[src/rtl/uart_duty_pkg.sv]
// Shared types and helpers for the duty-cycle UART receiver and its baud tick generator.
package uart_duty_pkg;

  // Receiver FSM states.
  typedef enum logic [2:0] {
    IDLE    = 3'd0,
    START   = 3'd1,
    DATA    = 3'd2,
    STOP    = 3'd3,
    WAIT_HI = 3'd4
  } rx_state_e;

  localparam int unsigned OVS_DEFAULT = 16;

  // Clock cycles per oversampling tick. Integer division truncates.
  function automatic int unsigned calc_div(input int unsigned clk_hz,
                                           input int unsigned baud,
                                           input int unsigned ovs);
    return clk_hz / (baud * ovs);
  endfunction

endpackage

[src/rtl/baud_tick_gen.sv]
// Oversampling tick generator: one-clock tick every DIV clocks, clearable to re-phase.
module baud_tick_gen
  import uart_duty_pkg::*;
#(
  parameter int unsigned CLK_HZ = 10_000_000,
  parameter int unsigned BAUD   = 9600,
  parameter int unsigned OVS    = OVS_DEFAULT
) (
  input  logic clk,
  input  logic rst,
  input  logic clr_i,
  output logic tick_o
);

  localparam int unsigned DIV   = calc_div(CLK_HZ, BAUD, OVS);
  localparam int unsigned DIV_W = (DIV > 1) ? $clog2(DIV) : 1;

  logic [DIV_W-1:0] cnt_q, cnt_d;
  logic             tick_q, tick_d;

  // Divider next state: wrap at DIV-1 and emit a tick, or restart on clear.
  always_comb begin
    cnt_d  = cnt_q + DIV_W'(1);
    tick_d = 1'b0;
    if (clr_i) begin
      cnt_d = '0;
    end else if (cnt_q == DIV_W'(DIV - 1)) begin
      cnt_d  = '0;
      tick_d = 1'b1;
    end
  end

  // Divider and tick registers.
  always_ff @(posedge clk or posedge rst) begin
    if (rst) begin
      cnt_q  <= '0;
      tick_q <= 1'b0;
    end else begin
      cnt_q  <= cnt_d;
      tick_q <= tick_d;
    end
  end

  assign tick_o = tick_q;

endmodule

[src/rtl/uart_duty_rx.sv]
// UART 8N1 receiver with 16x oversampling; latches each good byte as the PWM duty word.
module uart_duty_rx
  import uart_duty_pkg::*;
#(
  parameter int unsigned CLK_HZ = 10_000_000,
  parameter int unsigned BAUD   = 9600,
  parameter int unsigned OVS    = OVS_DEFAULT,
  parameter int unsigned DATA_W = 8
) (
  input  logic              clk,
  input  logic              rst,
  input  logic              rx_i,
  output logic [DATA_W-1:0] duty_o,
  output logic              duty_valid_o,
  output logic              frame_err_o,
  output logic              busy_o
);

  localparam int unsigned TICK_W = $clog2(OVS);
  localparam int unsigned BIT_W  = $clog2(DATA_W + 1);
  localparam int unsigned HALF   = OVS / 2;

  logic              rx_meta_q, rx_s_q, rx_prev_q;
  logic              fall_edge;
  logic              tick;
  logic              tick_clr;
  rx_state_e         state_q, state_d;
  logic [TICK_W-1:0] tick_cnt_q, tick_cnt_d;
  logic [BIT_W-1:0]  bit_cnt_q, bit_cnt_d;
  logic [DATA_W-1:0] shift_q, shift_d;
  logic [DATA_W-1:0] duty_q, duty_d;
  logic              duty_valid_q, duty_valid_d;
  logic              frame_err_q, frame_err_d;
  logic              busy_q;

  baud_tick_gen #(
    .CLK_HZ(CLK_HZ),
    .BAUD  (BAUD),
    .OVS   (OVS)
  ) u_tick (
    .clk   (clk),
    .rst   (rst),
    .clr_i (tick_clr),
    .tick_o(tick)
  );

  // Two-flop synchronizer plus one delayed copy for falling-edge detection; idle high.
  always_ff @(posedge clk or posedge rst) begin
    if (rst) begin
      rx_meta_q <= 1'b1;
      rx_s_q    <= 1'b1;
      rx_prev_q <= 1'b1;
    end else begin
      rx_meta_q <= rx_i;
      rx_s_q    <= rx_meta_q;
      rx_prev_q <= rx_s_q;
    end
  end

  assign fall_edge = rx_prev_q & ~rx_s_q;

  // Frame FSM: next state, sample counters, shift register and output pulses.
  always_comb begin
    state_d      = state_q;
    tick_cnt_d   = tick_cnt_q;
    bit_cnt_d    = bit_cnt_q;
    shift_d      = shift_q;
    duty_d       = duty_q;
    duty_valid_d = 1'b0;
    frame_err_d  = 1'b0;
    tick_clr     = 1'b0;
    unique case (state_q)
      IDLE: begin
        if (fall_edge) begin
          state_d    = START;
          tick_cnt_d = '0;
          bit_cnt_d  = '0;
          tick_clr   = 1'b1;
        end
      end
      START: begin
        if (tick) begin
          tick_cnt_d = tick_cnt_q + TICK_W'(1);
          if (tick_cnt_q == TICK_W'(HALF - 1)) begin
            tick_cnt_d = '0;
            state_d    = rx_s_q ? IDLE : DATA;
          end
        end
      end
      DATA: begin
        if (tick) begin
          tick_cnt_d = tick_cnt_q + TICK_W'(1);
          if (tick_cnt_q == TICK_W'(OVS - 1)) begin
            shift_d   = {rx_s_q, shift_q[DATA_W-1:1]};
            bit_cnt_d = bit_cnt_q + BIT_W'(1);
            if (bit_cnt_q == BIT_W'(DATA_W - 1)) begin
              state_d = STOP;
            end
          end
        end
      end
      STOP: begin
        if (tick) begin
          tick_cnt_d = tick_cnt_q + TICK_W'(1);
          if (tick_cnt_q == TICK_W'(OVS - 1)) begin
            if (rx_s_q) begin
              duty_d       = shift_q;
              duty_valid_d = 1'b1;
              state_d      = IDLE;
            end else begin
              frame_err_d = 1'b1;
              state_d     = WAIT_HI;
            end
          end
        end
      end
      WAIT_HI: begin
        if (rx_s_q) begin
          state_d = IDLE;
        end
      end
      default: state_d = IDLE;
    endcase
  end

  // FSM, datapath and output registers; reset aborts any frame and clears the duty word.
  always_ff @(posedge clk or posedge rst) begin
    if (rst) begin
      state_q      <= IDLE;
      tick_cnt_q   <= '0;
      bit_cnt_q    <= '0;
      shift_q      <= '0;
      duty_q       <= '0;
      duty_valid_q <= 1'b0;
      frame_err_q  <= 1'b0;
      busy_q       <= 1'b0;
    end else begin
      state_q      <= state_d;
      tick_cnt_q   <= tick_cnt_d;
      bit_cnt_q    <= bit_cnt_d;
      shift_q      <= shift_d;
      duty_q       <= duty_d;
      duty_valid_q <= duty_valid_d;
      frame_err_q  <= frame_err_d;
      busy_q       <= (state_d != IDLE);
    end
  end

  assign duty_o       = duty_q;
  assign duty_valid_o = duty_valid_q;
  assign frame_err_o  = frame_err_q;
  assign busy_o       = busy_q;

endmodule

[config.mk]
export PLATFORM = sky130hd
export DESIGN_NAME = uart_duty_rx
export DESIGN_NICKNAME = d
export VERILOG_FILES = /design/src/rtl/uart_duty_pkg.sv /design/src/rtl/baud_tick_gen.sv /design/src/rtl/uart_duty_rx.sv
export SDC_FILE = /design/constraint.sdc
export NUM_CORES = 1
export LEC_CHECK = 0
export ABC_AREA = 1
export CAP_MARGIN = 20
export CORE_ASPECT_RATIO = 1.2
export CORE_MARGIN = 1.5
export CORE_UTILIZATION = 39
export CTS_CLUSTER_DIAMETER = 40
export DETAILED_ROUTE_END_ITERATION = 6
export GPL_ROUTABILITY_DRIVEN = 1
export PLACE_DENSITY = 0.64
export SKIP_LAST_GASP = 1
export SYNTH_ARGS = -nofsm -noshare
export SYNTH_HDL_FRONTEND = slang
export SYNTH_SLANG_ARGS = --single-unit
[constraint.sdc]
create_clock -name clk -period 2.3 [get_ports clk]
set_input_delay 0.575 -clock clk [delete_from_list [all_inputs] [get_ports clk]]
set_output_delay 0.575 -clock clk [all_outputs]
set_load 0.01 [all_outputs]
==> results of run 1 <==
-- synth_stat cells, drive strengths merged (3+ instances only) --
cell	number
nand2	64
dfrtp	38
nor2	28
inv	27
o21ai	20
nand3	11
nand4	6
ha	4
a21oi	3
dfstp	3
xnor2	3
xor2	3
-- state kept, by name, summed over array words and instances (netlist names) --
signal	count
rx_meta_q	1
rx_s_q	1
tick_cnt_q	4
rx_prev_q	1
state_q	3
u_tick.cnt_q	7
duty_valid_o	1
duty_o	8
bit_cnt_q	4
busy_o	1
frame_err_o	1
shift_q	8
u_tick.tick_o	1
-- final cells by class --
type,instances,share of cell area
flip-flops and latches,41,0.4611
multi-input cells,145,0.3580
repair buffers,14,0.06162
inverters,28,0.04706
well taps,60,0.03361
clock buffers,5,0.03081
clock inverters,3,0.007843
-- per-layer routing --
| metal | up-vias | share of wire | global-route usage |
|---|---|---|---|
| met5 | - | 0 | 0 |
| met4 | 0 | 0.028 | 0.08980 |
| met3 | 6 | 0.022 | 0.02521 |
| met2 | 13 | 0.48 | 0.2127 |
| met1 | 620 | 0.47 | 0.1863 |
| li1 | 720 | - | - |
-- power groups by stage --
stage / Sequential, mW / Combinational [mW] / Clock (mW)
after floorplan: 0.909 / 0.238 / 0
after CTS: 0.913 / 0.295 / 0.481
after detailed placement: 0.926 / 0.294 / 0
final: 0.913 / 0.287 / 0.458
after global placement: 0.927 / 0.287 / 0
after global routing: 0.930 / 0.341 / 0.500
-- worst register-to-register path, stage by stage, from the launching register on --
cell and delay (ns):
dfrtp_1 0.39, ha_1 0.26, nand4_2 0.17, inv_2 0.12, nand2_2 0.22, nand2_1 0.15
o21ai_2 0.06
-- metrics by stage --
stage	area, sq um	util
floorplan	1957	-
global placement	2147	0.4409
detailed placement	2147	0.4409
CTS	2233	0.4586
global route	2233	0.4586
finish	2233	0.4586
-- cell families (layout without fill, tap and decap cells) --
kind of cell | Yosys count | count (layout) | synth area share
and+or+nand+nor | 111 | 111 | 0.2641
DFF | 41 | 41 | 0.5262
buffers and inverters | 30 | 50 | 0.06522
AOI/OAI and AO/OA | 24 | 24 | 0.09207
xor gates and xnor gates | 6 | 6 | 0.02686
adders and majority gates | 4 | 4 | 0.02558
-- cell usage in the layout (no fill, tap or decap), drive strengths merged, types with 4 or more instances in the layout --
cell type / synthesis / final
inv: 27 / 27
nand3: 11 / 11
o21ai: 20 / 20
nand4: 6 / 6
clkbuf: 0 / 5
clkdlybuf4s50: 0 / 13
ha: 4 / 4
dfrtp: 38 / 38
nor2: 28 / 28
nand2: 64 / 64
-- worst max-delay path by stage --
stage / start / end / cells after the start
floorplan: rst / bit_cnt_q[0] / 1
global placement: duty_o[0] / duty_o[0] / 1
detailed placement: tick_cnt_q[0] / shift_q[5] / 6
CTS: duty_o[1] / duty_o[1] / 1
global route: duty_o[1] / duty_o[1] / 1
finish: duty_o[1] / duty_o[1] / 1
==> flow_metrics.py, run 1 <==
metrics = {
    "run_status": {
        "outcome": "finished clean",
    },
    "critical_path": {
        "arrival_ns": 1.20,
        "slowest_stage": "clkdlybuf4s50_1",
        "cpPeakStageDelay_ns": 0.54,
        "crit_buf_inv": 1,
        "crit_required_ns": 1.73,
        "crit_path_start_kind": "flop",
        "critical_path_class": "flop to primary output",
        "crit_path_end_kind": "primary output",
        "r2r-end": "shift_q[7]",
        "cp_top_family": "buffers and inverters",
        "r2r_slack_ns": 0.82,
        "worst_r2r_startpoint": "tick_cnt_q[0]",
        "cp_max_fo": 2,
        "crit_chain": "clkdlybuf4s50_1",
        "reg2reg_depth": 6,
    },
    "power_and_ir_drop": {
        "p_comb_frac": 0.173,
        "seqPwrFrac": 0.551,
        "p_leak_nw": 1.061,
        "internal_power_mw": 1.152,
        "p_sw_mw": 0.5063,
        "sw_frac_of_total": 0.3052,
        "total_power_mw": 1.659,
        "peakVddDrop_v": 0.0004346,
        "power_frac_clock": 0.276,
        "power_density_nw_per_um2": 742.6,
    },
    "die": {
        "core-area_sq_um": 4870,
        "initial_core_util": 0.4019,
        "dieArea_sq_um": 5453,
        "die_y_microns": 80.60,
        "row_count": 28,
        "num_io_pins": 14,
        "die_x_microns": 67.67,
    },
    "grt": {
        "overflow": 0,
        "grt_pass1_wl_mm": 5.796,
        "antenna_found_initial": 0,
        "grt_max_degree": 42,
        "grt_pass1_vias": 1299,
        "grt_use_total": 0.1420,
    },
    "cts": {
        "cts_tree": "done",
        "clk_latency_ns": 0.29,
        "cts_sinks": 41,
        "cts_resized": 0,
        "clockBufferDepth": 2,
        "clkTransAtPathRegs_ns": 0.08,
        "postCtsSetupBuffers": 0,
        "cts_made_buffers": 5,
        "cts_max_level": 2,
        "cts-root-buf": "clkbuf_8",
        "hold_buffers": 0,
    },
    "synth": {
        "yosys_warnings": 0,
        "avgSynthCellArea_sq_um": 9.060,
        "synth_top_cell_area_share": 0.4859,
        "yosys_most_used_dff": "dfrtp_1",
        "ys_ff_latch": 41,
        "ys_seq_area_frac": 0.5262,
        "async_flop_share": 1.000,
        "yosys.area.top_type": "dfrtp_1",
        "syn_area_sq_um": 1957,
        "synth_edf_count": 0,
        "synth_nets": 223,
        "ys_types": 26,
        "synthTopCellsByArea": "dfrtp_1 (49%), nand2_1 (11%), o21ai_2 (6.7%)",
        "synthCells": 216,
    },
    "final_layout": {
        "drive_gt1_frac": 0.1992,
        "area_growth_pct": 14.13,
        "n_antenna_cell": 0,
        "multi_input_area_sq_um": 799.5,
        "fill_cells": 468,
        "finalNonFillerCells": 296,
        "seqCellArea_sq_um": 1030,
        "fin_nets": 242,
    },
    "sta": {
        "fin_crit_sh": 0.7704,
        "worstMarginPinSlew_ns": 0.5072,
        "finalSetupTns_ns": 0,
        "rsz0062_at_grt": "false",
        "slew_violations": 0,
        "layout_min_cycle_time_ns": 1.772,
        "layout_setup_ws_ns": 0.5281,
        "worst_hold_slack_ns": 0.3587,
        "max_freq_ghz": 0.5644,
        "slew_headroom": 0.6619,
        "fin_worst_skew_ns": 0.01059,
        "hold_viol_final": 0,
        "setup_violations": 0,
    },
    "flow_run": {
        "cap_violations": 0,
    },
    "place": {
        "dp_worst_setup_slack_ns": 0.8212,
        "portBuffers": 13,
        "gp_congestion": 0.8457,
        "placed_cells": 288,
        "dpl.hpwl_mm": 2.268,
    },
    "detailed_routing": {
        "dr.pass1.iters": 4,
        "vias": 1359,
        "detail_route.drc_violations": 0,
        "postRouteAntennaNets": 0,
        "wirelength_mm": 3.167,
        "routed_via_density": 4.591,
        "initialDrtViolationCount": 59,
        "wl_per_cell_microns": 10.70,
    },
    "hold_path": {
        "min_from": "rx_meta_q",
        "worstHoldPathType": "flop to flop",
        "min_to": "rx_s_q",
        "min_path_cells": 0,
    },
}
No activity file was read; power rests on OpenSTA's default activity.
==> run 2: changes to the inputs <==
--- a/config.mk
+++ b/config.mk
@@ -13,7 +13,7 @@
 export CTS_CLUSTER_DIAMETER = 40
 export DETAILED_ROUTE_END_ITERATION = 6
 export GPL_ROUTABILITY_DRIVEN = 1
-export PLACE_DENSITY = 0.64
+export PLACE_DENSITY = 0.66
 export SKIP_LAST_GASP = 1
 export SYNTH_ARGS = -nofsm -noshare
 export SYNTH_HDL_FRONTEND = slang
==> constraint.sdc (replaced) <==
create_clock -name clk -period 1.6 [get_ports clk]
set_input_delay 0.4 -clock clk [delete_from_list [all_inputs] [get_ports clk]]
set_output_delay 0.4 -clock clk [all_outputs]
set_load 0.01 [all_outputs]
==> flow_metrics.py, run 2 (same netlist as run 1, synthesis figures left out) <==
metrics = {
    "place": {
        "dp_worst_setup_slack_ns": 0.1330,
        "placed_cells": 288,
        "portBuffers": 13,
        "gp_congestion": 0.8708,
        "dpl.hpwl_mm": 2.254,
    },
    "detailed_routing": {
        "detail_route.drc_violations": 0,
        "postRouteAntennaNets": 0,
        "initialDrtViolationCount": 33,
        "routed_via_density": 4.754,
        "vias": 1412,
        "wirelength_mm": 3.308,
        "wl_per_cell_microns": 11.14,
        "dr.pass1.iters": 4,
    },
    "final_layout": {
        "fill_cells": 479,
        "drive_gt1_frac": 0.1983,
        "final_common_cell": "nand2_1",
        "mostFrequentLayoutCells": "nand2_1 (58), dfrtp_1 (38), nor2_1 (24)",
        "n_antenna_cell": 0,
        "finalNonFillerCells": 297,
        "area_growth_pct": 17.14,
        "seqCellArea_sq_um": 1030,
        "fin_nets": 243,
        "multi_input_area_sq_um": 814.5,
    },
    "sta": {
        "fin_crit_sh": 0.9715,
        "fin_worst_skew_ns": 0.005676,
        "layout_setup_ws_ns": 0.04567,
        "setup_violations": 0,
        "max_freq_ghz": 0.6434,
        "worst_hold_slack_ns": 0.3573,
        "hold_viol_final": 0,
        "layout_min_cycle_time_ns": 1.554,
        "slew_headroom": 0.8191,
        "rsz0062_at_grt": "true",
        "worstMarginPinSlew_ns": 0.2689,
        "slew_violations": 0,
    },
    "grt": {
        "grt_use_total": 0.1441,
        "antenna_found_initial": 0,
        "grt_max_degree": 42,
        "grt_pass1_vias": 1312,
        "grt_pass1_wl_mm": 5.768,
        "overflow": 0,
    },
    "cts": {
        "cts_sinks": 41,
        "cts_tree": "done",
        "hold_buffers": 0,
        "cts-root-buf": "clkbuf_8",
        "clockBufferDepth": 2,
        "clkTransAtPathRegs_ns": 0.08,
        "clk_latency_ns": 0.30,
        "postCtsSetupBuffers": 0,
        "cts_max_level": 2,
        "cts_made_buffers": 5,
    },
    "critical_path": {
        "crit_chain": "clkdlybuf4s50_1",
        "crit_required_ns": 1.20,
        "slowest_stage": "clkdlybuf4s50_1",
        "cp_max_fo": 1,
        "arrival_ns": 1.15,
        "critical_path_class": "flop to primary output",
        "crit_buf_inv": 1,
        "cp_top_family": "buffers and inverters",
        "crit_path_start_kind": "flop",
        "crit_path_end_kind": "primary output",
        "cpPeakStageDelay_ns": 0.52,
    },
    "die": {
        "row_count": 28,
        "initial_core_util": 0.4019,
        "die_x_microns": 67.67,
        "num_io_pins": 14,
        "core-area_sq_um": 4870,
        "die_y_microns": 80.60,
        "dieArea_sq_um": 5453,
    },
    "run_status": {
        "outcome": "finished clean",
    },
    "hold_path": {
        "worstHoldPathType": "flop to flop",
    },
    "power_and_ir_drop": {
        "total_power_mw": 2.602,
        "p_leak_nw": 1.177,
        "peakVddDrop_v": 0.0008394,
        "power_density_nw_per_um2": 1135,
    },
    "flow_run": {
        "cap_violations": 0,
    },
}
## run 2: changes by cell type in the layout (fill, tap and decap cells not counted), sizes merged
cell and delta:
dlygate4sd2 +5, bufinv +1, nand3 +1, clkinvlp -1, clkbuf +2, clkinv -2
clkdlybuf4s50 -8, dlymetal6s2s +3
## run 2: cell type report
| class | count | share of cell area |
|---|---|---|
| timing repair buffer | 14 | 0.06605 |
| sequential | 41 | 0.4492 |
| inverter | 28 | 0.04585 |
| clock buffer | 7 | 0.03766 |
| multi-input combinational | 146 | 0.3553 |
| clock inverter | 1 | 0.01310 |
| tap | 60 | 0.03275 |
## run 2: power breakdown
part	switching, mW	internal, mW	leakage (nW)
combinational	0.226	0.190	0.578
sequential	0.153	1.17	0.541
clock	0.356	0.509	0.0585
## run 2: final timing paths
| check | slack [ns] | cells after the start | from | end |
|---|---|---|---|---|
| max | 0.05 | 1 | duty_valid_o | duty_valid_o |
| min reg2reg | 0.36 | 0 | rx_meta_q | rx_s_q |
| max in group asynchronous | 0.89 | 3 | rst | rx_prev_q |
| max reg2reg | 0.08 | 6 | tick_cnt_q[0] | duty_o[1] |
| min in group asynchronous | 0.45 | 3 | rst | tick_cnt_q[0] |
| min | 0.36 | 0 | rx_meta_q | rx_s_q |
## run 2: metal layers
layer	global-route usage	wire length, microns	vias to the layer above
met1	0.1797	1515	671
li1	-	-	722
met5	0	0	-
met4	0.07347	83	0
met3	0.03782	77	6
met2	0.2265	1632	13
## run 2: what timing repair did
action / in CTS / in global routing
gates resized for setup: 5 / 4
setup endpoints to repair: 5 / 12
cloned: 0 / 1
## run 2: metrics by stage
stage	cell area [sq um]	TNS, ns	util
floorplan	1957	0	-
global placement	2160	0	0.4435
detailed placement	2160	0	0.4435
CTS	2270	0	0.4661
global route	2292	-0.1037	0.4707
finish	2292	0	0.4707
==> run 3: changes to the inputs <==
--- a/config.mk
+++ b/config.mk
@@ -15,6 +15,7 @@
 export GPL_ROUTABILITY_DRIVEN = 1
 export PLACE_DENSITY = 0.66
 export SKIP_LAST_GASP = 1
+export SLEW_MARGIN = 5
 export SYNTH_ARGS = -nofsm -noshare
 export SYNTH_HDL_FRONTEND = slang
 export SYNTH_SLANG_ARGS = --single-unit
==> results of run 3 <==
No change in the layout: final DEF, timing and power equal those of run 2.
